### src/rtl/alu_operand_stage_if.sv
// Decode-side and ALU-side handshake bundle for the operand stage.
// The slave modport is the stage's view; master is the surrounding pipeline's view.
interface alu_operand_stage_if;
  localparam int unsigned XLEN = 32;
  localparam int unsigned RIDX = 5;

  logic            in_valid;
  logic            in_ready;
  logic [RIDX-1:0] in_rs1;
  logic [RIDX-1:0] in_rs2;
  logic [XLEN-1:0] in_imm;
  logic            in_use_imm;
  logic [3:0]      in_alu_op;
  logic [1:0]      in_btype;
  logic [RIDX-1:0] in_rd;

  logic            out_valid;
  logic            out_ready;
  logic [3:0]      out_alu_op;
  logic [1:0]      out_btype;
  logic [XLEN-1:0] out_in_1;
  logic [XLEN-1:0] out_in_2;
  logic [RIDX-1:0] out_rd;

  modport slave (
    input  in_valid, in_rs1, in_rs2, in_imm, in_use_imm, in_alu_op, in_btype, in_rd,
    output in_ready,
    output out_valid, out_alu_op, out_btype, out_in_1, out_in_2, out_rd,
    input  out_ready
  );

  modport master (
    output in_valid, in_rs1, in_rs2, in_imm, in_use_imm, in_alu_op, in_btype, in_rd,
    input  in_ready,
    input  out_valid, out_alu_op, out_btype, out_in_1, out_in_2, out_rd,
    output out_ready
  );
endinterface

### src/rtl/alu_operand_stage.sv
// Operand fetch stage: register file with writeback bypass feeding a one-deep
// registered skid-free output slot toward the ALU.
module alu_operand_stage #(
  parameter logic [31:0] SP_INIT = 32'h0000_2ffc
) (
  input  logic                clk,
  input  logic                reset_n,
  alu_operand_stage_if.slave  bus,
  input  logic                wb_en,
  input  logic [4:0]          wb_rd,
  input  logic [31:0]         wb_data,
  output logic [31:0]         accept_count
);
  localparam int unsigned XLEN = 32;
  localparam int unsigned NREG = 32;
  localparam int unsigned RIDX = 5;
  localparam int unsigned SP_IDX = 2;

  logic [XLEN-1:0] regs [NREG];
  logic [XLEN-1:0] rs1_val_c;
  logic [XLEN-1:0] rs2_val_c;
  logic            accept_c;

  assign bus.in_ready = !bus.out_valid || bus.out_ready;
  assign accept_c     = bus.in_valid && bus.in_ready;

  // Source reads see a same-cycle writeback; x0 is hardwired to zero.
  always_comb begin
    rs1_val_c = '0;
    rs2_val_c = '0;
    if (bus.in_rs1 != RIDX'(0))
      rs1_val_c = (wb_en && (wb_rd == bus.in_rs1)) ? wb_data : regs[bus.in_rs1];
    if (bus.in_rs2 != RIDX'(0))
      rs2_val_c = (wb_en && (wb_rd == bus.in_rs2)) ? wb_data : regs[bus.in_rs2];
  end

  // Register file; writeback is independent of the handshake.
  always_ff @(posedge clk or negedge reset_n) begin
    if (!reset_n) begin
      for (int unsigned i = 0; i < NREG; i++)
        regs[i] <= (i == SP_IDX) ? SP_INIT : '0;
    end else if (wb_en && (wb_rd != RIDX'(0))) begin
      regs[wb_rd] <= wb_data;
    end
  end

  // Output slot: operands frozen at accept, replaced on simultaneous drain+accept.
  always_ff @(posedge clk or negedge reset_n) begin
    if (!reset_n) begin
      bus.out_valid  <= 1'b0;
      bus.out_alu_op <= '0;
      bus.out_btype  <= '0;
      bus.out_in_1   <= '0;
      bus.out_in_2   <= '0;
      bus.out_rd     <= '0;
      accept_count   <= '0;
    end else begin
      if (accept_c) begin
        bus.out_valid  <= 1'b1;
        bus.out_alu_op <= bus.in_alu_op;
        bus.out_btype  <= bus.in_btype;
        bus.out_in_1   <= rs1_val_c;
        bus.out_in_2   <= bus.in_use_imm ? bus.in_imm : rs2_val_c;
        bus.out_rd     <= bus.in_rd;
        accept_count   <= accept_count + XLEN'(1);
      end else if (bus.out_ready) begin
        bus.out_valid  <= 1'b0;
      end
    end
  end
endmodule

### src/flat_wrapper.sv
// flat-port wrapper written by rule: the top's interface ports become plain ports
module alu_operand_stage_flat 
#(
  parameter logic [31:0] SP_INIT = 32'h0000_2ffc
)
  (clk, reset_n, wb_en, wb_rd, wb_data, accept_count, bus_in_valid, bus_in_rs1, bus_in_rs2, bus_in_imm, bus_in_use_imm, bus_in_alu_op, bus_in_btype, bus_in_rd, bus_in_ready, bus_out_valid, bus_out_alu_op, bus_out_btype, bus_out_in_1, bus_out_in_2, bus_out_rd, bus_out_ready);
  alu_operand_stage_if bus_i ();
  input  logic clk;
  input  logic reset_n;
  input  logic wb_en;
  input  logic [4:0] wb_rd;
  input  logic [31:0] wb_data;
  output logic [31:0] accept_count;
  input wire logic [$bits(bus_i.in_valid)-1:0] bus_in_valid;
  input wire logic [$bits(bus_i.in_rs1)-1:0] bus_in_rs1;
  input wire logic [$bits(bus_i.in_rs2)-1:0] bus_in_rs2;
  input wire logic [$bits(bus_i.in_imm)-1:0] bus_in_imm;
  input wire logic [$bits(bus_i.in_use_imm)-1:0] bus_in_use_imm;
  input wire logic [$bits(bus_i.in_alu_op)-1:0] bus_in_alu_op;
  input wire logic [$bits(bus_i.in_btype)-1:0] bus_in_btype;
  input wire logic [$bits(bus_i.in_rd)-1:0] bus_in_rd;
  output wire logic [$bits(bus_i.in_ready)-1:0] bus_in_ready;
  output wire logic [$bits(bus_i.out_valid)-1:0] bus_out_valid;
  output wire logic [$bits(bus_i.out_alu_op)-1:0] bus_out_alu_op;
  output wire logic [$bits(bus_i.out_btype)-1:0] bus_out_btype;
  output wire logic [$bits(bus_i.out_in_1)-1:0] bus_out_in_1;
  output wire logic [$bits(bus_i.out_in_2)-1:0] bus_out_in_2;
  output wire logic [$bits(bus_i.out_rd)-1:0] bus_out_rd;
  input wire logic [$bits(bus_i.out_ready)-1:0] bus_out_ready;
  assign bus_i.in_valid = bus_in_valid;
  assign bus_i.in_rs1 = bus_in_rs1;
  assign bus_i.in_rs2 = bus_in_rs2;
  assign bus_i.in_imm = bus_in_imm;
  assign bus_i.in_use_imm = bus_in_use_imm;
  assign bus_i.in_alu_op = bus_in_alu_op;
  assign bus_i.in_btype = bus_in_btype;
  assign bus_i.in_rd = bus_in_rd;
  assign bus_in_ready = bus_i.in_ready;
  assign bus_out_valid = bus_i.out_valid;
  assign bus_out_alu_op = bus_i.out_alu_op;
  assign bus_out_btype = bus_i.out_btype;
  assign bus_out_in_1 = bus_i.out_in_1;
  assign bus_out_in_2 = bus_i.out_in_2;
  assign bus_out_rd = bus_i.out_rd;
  assign bus_i.out_ready = bus_out_ready;
  alu_operand_stage #(.SP_INIT(SP_INIT)) u_core (.clk(clk), .reset_n(reset_n), .bus(bus_i), .wb_en(wb_en), .wb_rd(wb_rd), .wb_data(wb_data), .accept_count(accept_count));
endmodule
### config.mk
export PLATFORM = sky130hd
export DESIGN_NAME = alu_operand_stage_flat
export DESIGN_NICKNAME = d
export VERILOG_FILES = /design/src/rtl/alu_operand_stage_if.sv /design/src/rtl/alu_operand_stage.sv /design/src/flat_wrapper.sv
export SDC_FILE = /design/constraint.sdc
export NUM_CORES = 2
export LEC_CHECK = 0
export CAP_MARGIN = 20
export CORE_AREA = 2 2 303 454
export CTS_CLUSTER_SIZE = 14
export DETAILED_ROUTE_END_ITERATION = 12
export DIE_AREA = 0 0 305 456
export HOLD_SLACK_MARGIN = 0.12
export SLEW_MARGIN = 20
export SYNTH_ARGS = -nofsm -noshare
export SYNTH_HDL_FRONTEND = slang
export SYNTH_SLANG_ARGS = --single-unit
### constraint.sdc
create_clock -name clk -period 2.06 [get_ports clk]
set_input_delay 0.309 -clock clk [delete_from_list [all_inputs] [get_ports clk]]
set_output_delay 0.309 -clock clk [all_outputs]
set_load 0.005 [all_outputs]
## After elaboration in Yosys (flattened, before gate mapping)

Index checks and enable logic that the tools add are counted.

| storage, ports and cells | value |
|---|---|
| output and inout port bits | 109 |
| logic and storage cells | 76 |
| input port bits | 96 |
| bits in registers | 1,132 |

| cells by class | value |
|---|---|
| equal/unequal tests | 2 |
| bitwise operators | 3 |
| order comparisons | 4 |
| $add $sub $neg | 1 |
| mux-type cells | 16 |
| reductions and logical operators | 11 |

Operators with widths:

| operator | count |
|---|---|
| bitwise mux 1024 bit | 1 |
| binary-select mux 32 bit (select 5 bit) | 2 |
| two-way mux 32 bit | 10 |
| demux 32 bit (select 5 bit) | 1 |
| adder 32 x 1 -> 32 bit, second input constant | 1 |
| greater-or-equal comparator 6 bit, second input constant | 3 |
| inverter 5 -> 6 bit | 3 |
| nonzero test 5 bit | 3 |
| == test 5 bit | 2 |
| less-than comparator 6 x 1 -> 1 bit, second input constant | 1 |
| logical AND 1 bit | 5 |
| two-way mux 1 bit | 2 |
| nonzero test 2 bit | 1 |
| logical NOT 1 bit | 1 |
| logical OR 1 bit | 1 |

## Longest topological paths before layout

| logic depth | value |
|---|---|
| depth in word-level cells | 7 |
| gate-level depth with buffers | 11 |
| gate-level depth less buffers | 6 |

## Worst setup path before layout

Ideal clock, no wire load.

| timing path | value |
|---|---|
| kind | input to register |
| from | in bus_in_rs1[0] |
| to | reg u_core.bus.out_in_1[15] |
| arrival | 2,048 ps |
| buffers on the path | 4 |
| slack | -106 ps |
| library setup time | 118 ps |
| cell stages on the path | 7 |
| data required time | 1,942 ps |
| path through | buf_6 > buf_12 > buf_6 > buf_2 > mux4_2 > a221o_1 > a21o_1 |

| on the way | value |
|---|---|
| longest elaborated chain between the ends | 6 |
| elaborated cells on any way between the ends | 9 |
| classes of those cells | eq/ne (1); mux (5); bitwise (1); reduce/logical (2) |

Ends and longest elaborated chain:

| element | RTL line | text |
|---|---|---|
| start: declaration | flat_wrapper.sv:15 | `input wire logic [$bits(bus_i.in_rs1)-1:0] bus_in_rs1;` |
| inverter 5 -> 6 bit (implied by the code) | alu_operand_stage.sv:32 | `rs1_val_c = (wb_en && (wb_rd == bus.in_rs1)) ? wb_data : regs[bus.in_rs1];` |
| binary-select mux 32 bit (select 5 bit) | alu_operand_stage.sv:32 |  |
| two-way mux 32 bit (implied by the code) (2 in a row) | alu_operand_stage.sv:32 |  |
| two-way mux 32 bit | alu_operand_stage.sv:32 |  |
| two-way mux 32 bit (*) | alu_operand_stage.sv:31 | `if (bus.in_rs1 != RIDX'(0))` |
| end signal: assignment | alu_operand_stage.sv:62 | `bus.out_in_1 <= rs1_val_c;` |
| end: declaration | alu_operand_stage_if.sv:28 | `output out_valid, out_alu_op, out_btype, out_in_1, out_in_2, out_rd,` |

Every way passes the cells marked *; elsewhere a longest branch is shown, timed or not. The select of a mux whose other input is x is not followed.
A chain may end at the register's enable or synchronous reset.

## Final worst setup path

| timing path | value |
|---|---|
| from | reg u_core.bus.out_valid |
| to | reg u_core.bus.out_in_1[2] |

| on the way | value |
|---|---|
| longest elaborated chain between the ends | 3 |

Ends and longest elaborated chain:

| element | RTL line | text |
|---|---|---|
| start: declaration | alu_operand_stage_if.sv:28 |  |
| start signal: assignment | alu_operand_stage.sv:50 | `bus.out_valid <= 1'b0;` |
| start signal: assignment | alu_operand_stage.sv:59 | `bus.out_valid <= 1'b1;` |
| start signal: assignment | alu_operand_stage.sv:67 | `bus.out_valid <= 1'b0;` |
| logical NOT 1 bit | alu_operand_stage.sv:24 | `assign bus.in_ready = !bus.out_valid \|\| bus.out_ready;` |
| logical OR 1 bit | alu_operand_stage.sv:24 |  |
| logical AND 1 bit | alu_operand_stage.sv:25 | `assign accept_c = bus.in_valid && bus.in_ready;` |

No other way between the ends.

==> impl_metrics.toml <==
[outcome]
status = "complete, no violations"

[logic_synthesis]
seq_area_frac_synth_pct = 46.9
yosysTopAreaCellShare_pct = 46.5
syn_inst = 4343
ys_top_cells_by_area = "dfrtp_1 46%, mux2_2 20%, mux4_2 13%"
synth.avg_cell_area_um2 = 13.9
post_syn_nets = 4440
yosys.cell_types.count = 71
ys_seq_elements = 1132
synth_largest_area_cell = "dfrtp_1"
ys_dominant_reg_cell = "dfrtp_1"
synth_edf_count = 0
synth_area_mm2 = 0.0604
asyncSetResetFlopFracSynth_pct = 100
synth-warning-count = 0

[die]
core_region_area_mm2 = 0.135
floorplan.initialDensity_pct = 44.8
dieHeight_um = 456
placement_rows = 165
boundaryPins = 205
design.die.area_mm2 = 0.139
die_width_um = 305

[routing]
drc = 0
drt-total-wl_um = 225000
drtAntennaViolNets = 0
drt-pass1-iter-count = 6
wl_per_cell_um = 33.7
viasPerCell = 6.56
num_vias = 43800
detail_route.iter0.violations = 4331

[timing]
hold_violations = 0
min_period_ns = 2.05
timing.final.crit_share_pct = 99.6
slew-limit-headroom_pct = 49.3
timing.final.max_slew_violations = 0
finalSetupViolations = 0
worstMarginPinSlew_ns = 0.757
whs_ns = 0.180
worst_clock_skew_ns = 0.0297
max_clock_freq_mhz = 488
post-route-worst-setup-slack_ns = 0.00872

[setup_path]
rr_startpoint = "u_core.bus.out_valid"
crit_type = "flip-flop to flip-flop"
timing.reg2reg.setup_slack_ns = 0.009
worst-path-max-fanout = 8
rr_endpoint = "u_core.bus.out_in_1[2]"
endpoint_class_of_the_critical_path = "flip-flop"
cp_data_required_time_ns = 2.69
worst-r2r-cell-count = 8
critPathArrivalTime_ns = 2.68
timing.critical_path.from_type = "flip-flop"

[final_layout]
drive_gt1_share_pct = 47.5
syn_to_final_growth_pct = 22.1
fillerInstances = 11100
stdcell_area_mm2 = 0.0737
nNetsFinal = 4925

[worst_hold_path]
hold-path-endpoint = "u_core.bus.out_in_2[28]"
min_from = "bus_in_use_imm"
hold_depth = 5
timing.hold.worst.class = "input port to flip-flop"

[power_and_ir_drop]
power-per-cell-area_mw_per_mm2 = 906
power.sequential.fraction_pct = 44.6
internal_power_w = 0.0479
p_sw_w = 0.0190
power_leakage_nw = 32.6
share_comb_of_total_power_pct = 21.9
p_sw_share_pct = 28.4
clkPwrFrac_pct = 33.5
power_w = 0.0668
max-vdd-ir-drop_uv = 662

[placement]
placedInstanceArea_mm2 = 0.0694
hpwl_um = 154000
numPortBuffers = 204
place_congestion = 0.915
pre_cts_ws_ns = -0.754

[clock_tree]
h-tree-depth = 3
tritoncts.num_buffers = 113
clock-sinks = 1132
clock_pin_slew_on_the_worst_setup_and_hold_paths_ns = 0.07
cts_tree = "built"
clk-insertion-delay-late_ns = 0.78
cts_root_buffer = "clkbuf_16"
clock_path_buffers = 3

[global_routing]
initial_antenna_violation_count = 5
grt_pass1_wl_um = 325000
globalRoute.totalOverflow = 0
gr-usage-all-layers_pct = 32.1
via_count_of_the_first_global_routing_pass = 45100
grt_max_degree = 80

[job]
drv_cap = 0
==> layer usage <==
layer | wire [um] | part of all wire (%) | vias to the layer above | global-route usage [%]
met5 | 17 | 0.0076 | - | 0
met4 | 13100 | 5.8 | 2 | 17.0
met3 | 15500 | 6.9 | 545 | 4.57
met2 | 109000 | 48 | 2067 | 52.7
met1 | 87700 | 39 | 23500 | 41.4
li1 | - | - | 17700 | -
==> kinds of logic (layout without fill, tap and decap cells) <==
kind of cell / count (synthesis) / after routing / synth area share, %
muxes: 1746 / 1746 / 38.3
DFF: 1132 / 1132 / 46.9
and+or+nand+nor: 364 / 364 / 2.92
xor gates and xnor gates: 41 / 41 / 0.595
adders and majority gates: 1 / 1 / 0.0207
buffers and inverters: 489 / 1073 / 4.01
other: 0 / 2 / 0
AOI/OAI and AO/OA: 570 / 570 / 7.23
==> worst max-delay path by stage <==
stage	startpoint	end	slack, ns	cells after the start
after CTS	u_core.accept_count[5]	accept_count[5]	0.0008	1
after global placement	wb_rd[4]	u_core.regs[943]	-0.72	6
after global routing	u_core.bus.out_valid	u_core.bus.out_in_1[2]	-0.06	8
after detailed placement	wb_rd[4]	u_core.regs[940]	-0.75	6
final	u_core.bus.out_valid	u_core.bus.out_in_1[2]	0.009	8
after floorplan	bus_in_rs1[0]	u_core.bus.out_in_1[20]	-0.009	7
==> stage by stage <==
stage	std cells	utilization, %	setup TNS, ns
6_report	6682	54.7	0
5_1_grt	6681	54.7	-0.0648
4_1_cts	6672	54.6	0
3_5_place_dp	6437	51.5	-437.02
3_3_place_gp	6437	51.5	-430.68
2_1_floorplan	4343	-	-0.0456
==> cell usage after synthesis, types with 28 or more instances <==
library cell and number:
mux2i_1 331, buf_2 48, clkbuf_1 293, dfrtp_1 1121, nand2_1 133, nor2_1 73
a221o_1 64, buf_4 29, nor2b_1 32, mux2_2 1062, buf_6 38, o221ai_1 49
a221oi_1 58, buf_1 61, mux4_2 344, o22ai_1 54, o21ai_0 46, a22oi_1 28
a21oi_1 102
==> critical path, cell delays in order, from the launching register on <==
cell and delay (ns):
dfrtp_1 0.37, nor2b_2 0.17, inv_2 0.08, buf_4 0.16, buf_4 0.18, nand2_4 0.21, buf_4 0.27, a22oi_1 0.33
o41ai_4 0.13
==> registers in the layout (all words and copies together), names as in the netlist <==
register,count
u_core.bus.out_valid,1
u_core.bus.out_in_1,32
u_core.bus.out_btype,2
u_core.bus.out_rd,5
u_core.regs,1024
u_core.bus.out_in_2,32
u_core.bus.out_alu_op,4
u_core.accept_count,32
==> power by group through the flow <==
stage	Combinational, W	Sequential, W	Clock [W]
floorplan	0.00958	0.0288	0
global placement	0.0142	0.0299	0
detailed placement	0.0145	0.0300	0
CTS	0.0146	0.0297	0.0226
global route	0.0156	0.0302	0.0235
finish	0.0146	0.0298	0.0224
==> cell type report <==
class | instances | area (um2) | area share (%)
Inverter | 11 | 42.5 | 0.0577
Clock buffer | 175 | 3430 | 4.66
Tap cell | 1753 | 2190 | 2.97
Multi-Input combinational cell | 2722 | 30000 | 40.6
Timing Repair Buffer | 848 | 9180 | 12.5
Clock inverter | 39 | 552 | 0.748
Sequential cell | 1132 | 28400 | 38.5
Antenna cell | 2 | 5.00 | 0.00679
==> placed cells by master, fill, tap and decap left out, types with 14 or more instances in the layout <==
cell type	n
a211oi_1	21
a21oi_1	102
a221o_1	64
a221oi_1	58
a22o_1	14
a22oi_1	28
a41o_1	16
buf_12	183
buf_4	451
clkbuf_1	28
clkbuf_16	116
clkbuf_8	32
clkdlybuf4s50_1	168
clkinv_2	20
dfrtp_1	1108
dlygate4sd2_1	22
dlygate4sd3_1	15
mux2_2	1062
mux2i_1	331
mux4_2	344
nand2_1	121
nand2b_1	16
nand3_1	26
nand4_1	16
nor2_1	59
nor2_4	14
nor2b_1	26
o211ai_1	22
o21ai_0	46
o221ai_1	48
o22ai_1	54
xnor2_1	23
xor2_1	18
==> repair_timing <==
item	4_1_cts	5_1_grt
setup buffers	6	8
pin swaps	0	3
setup endpoints to repair	31	119
hold endpoints to repair	664	0
hold buffers	15	0
gates resized for setup	43	11
Note: power is estimated with default switching activity, not from simulation.
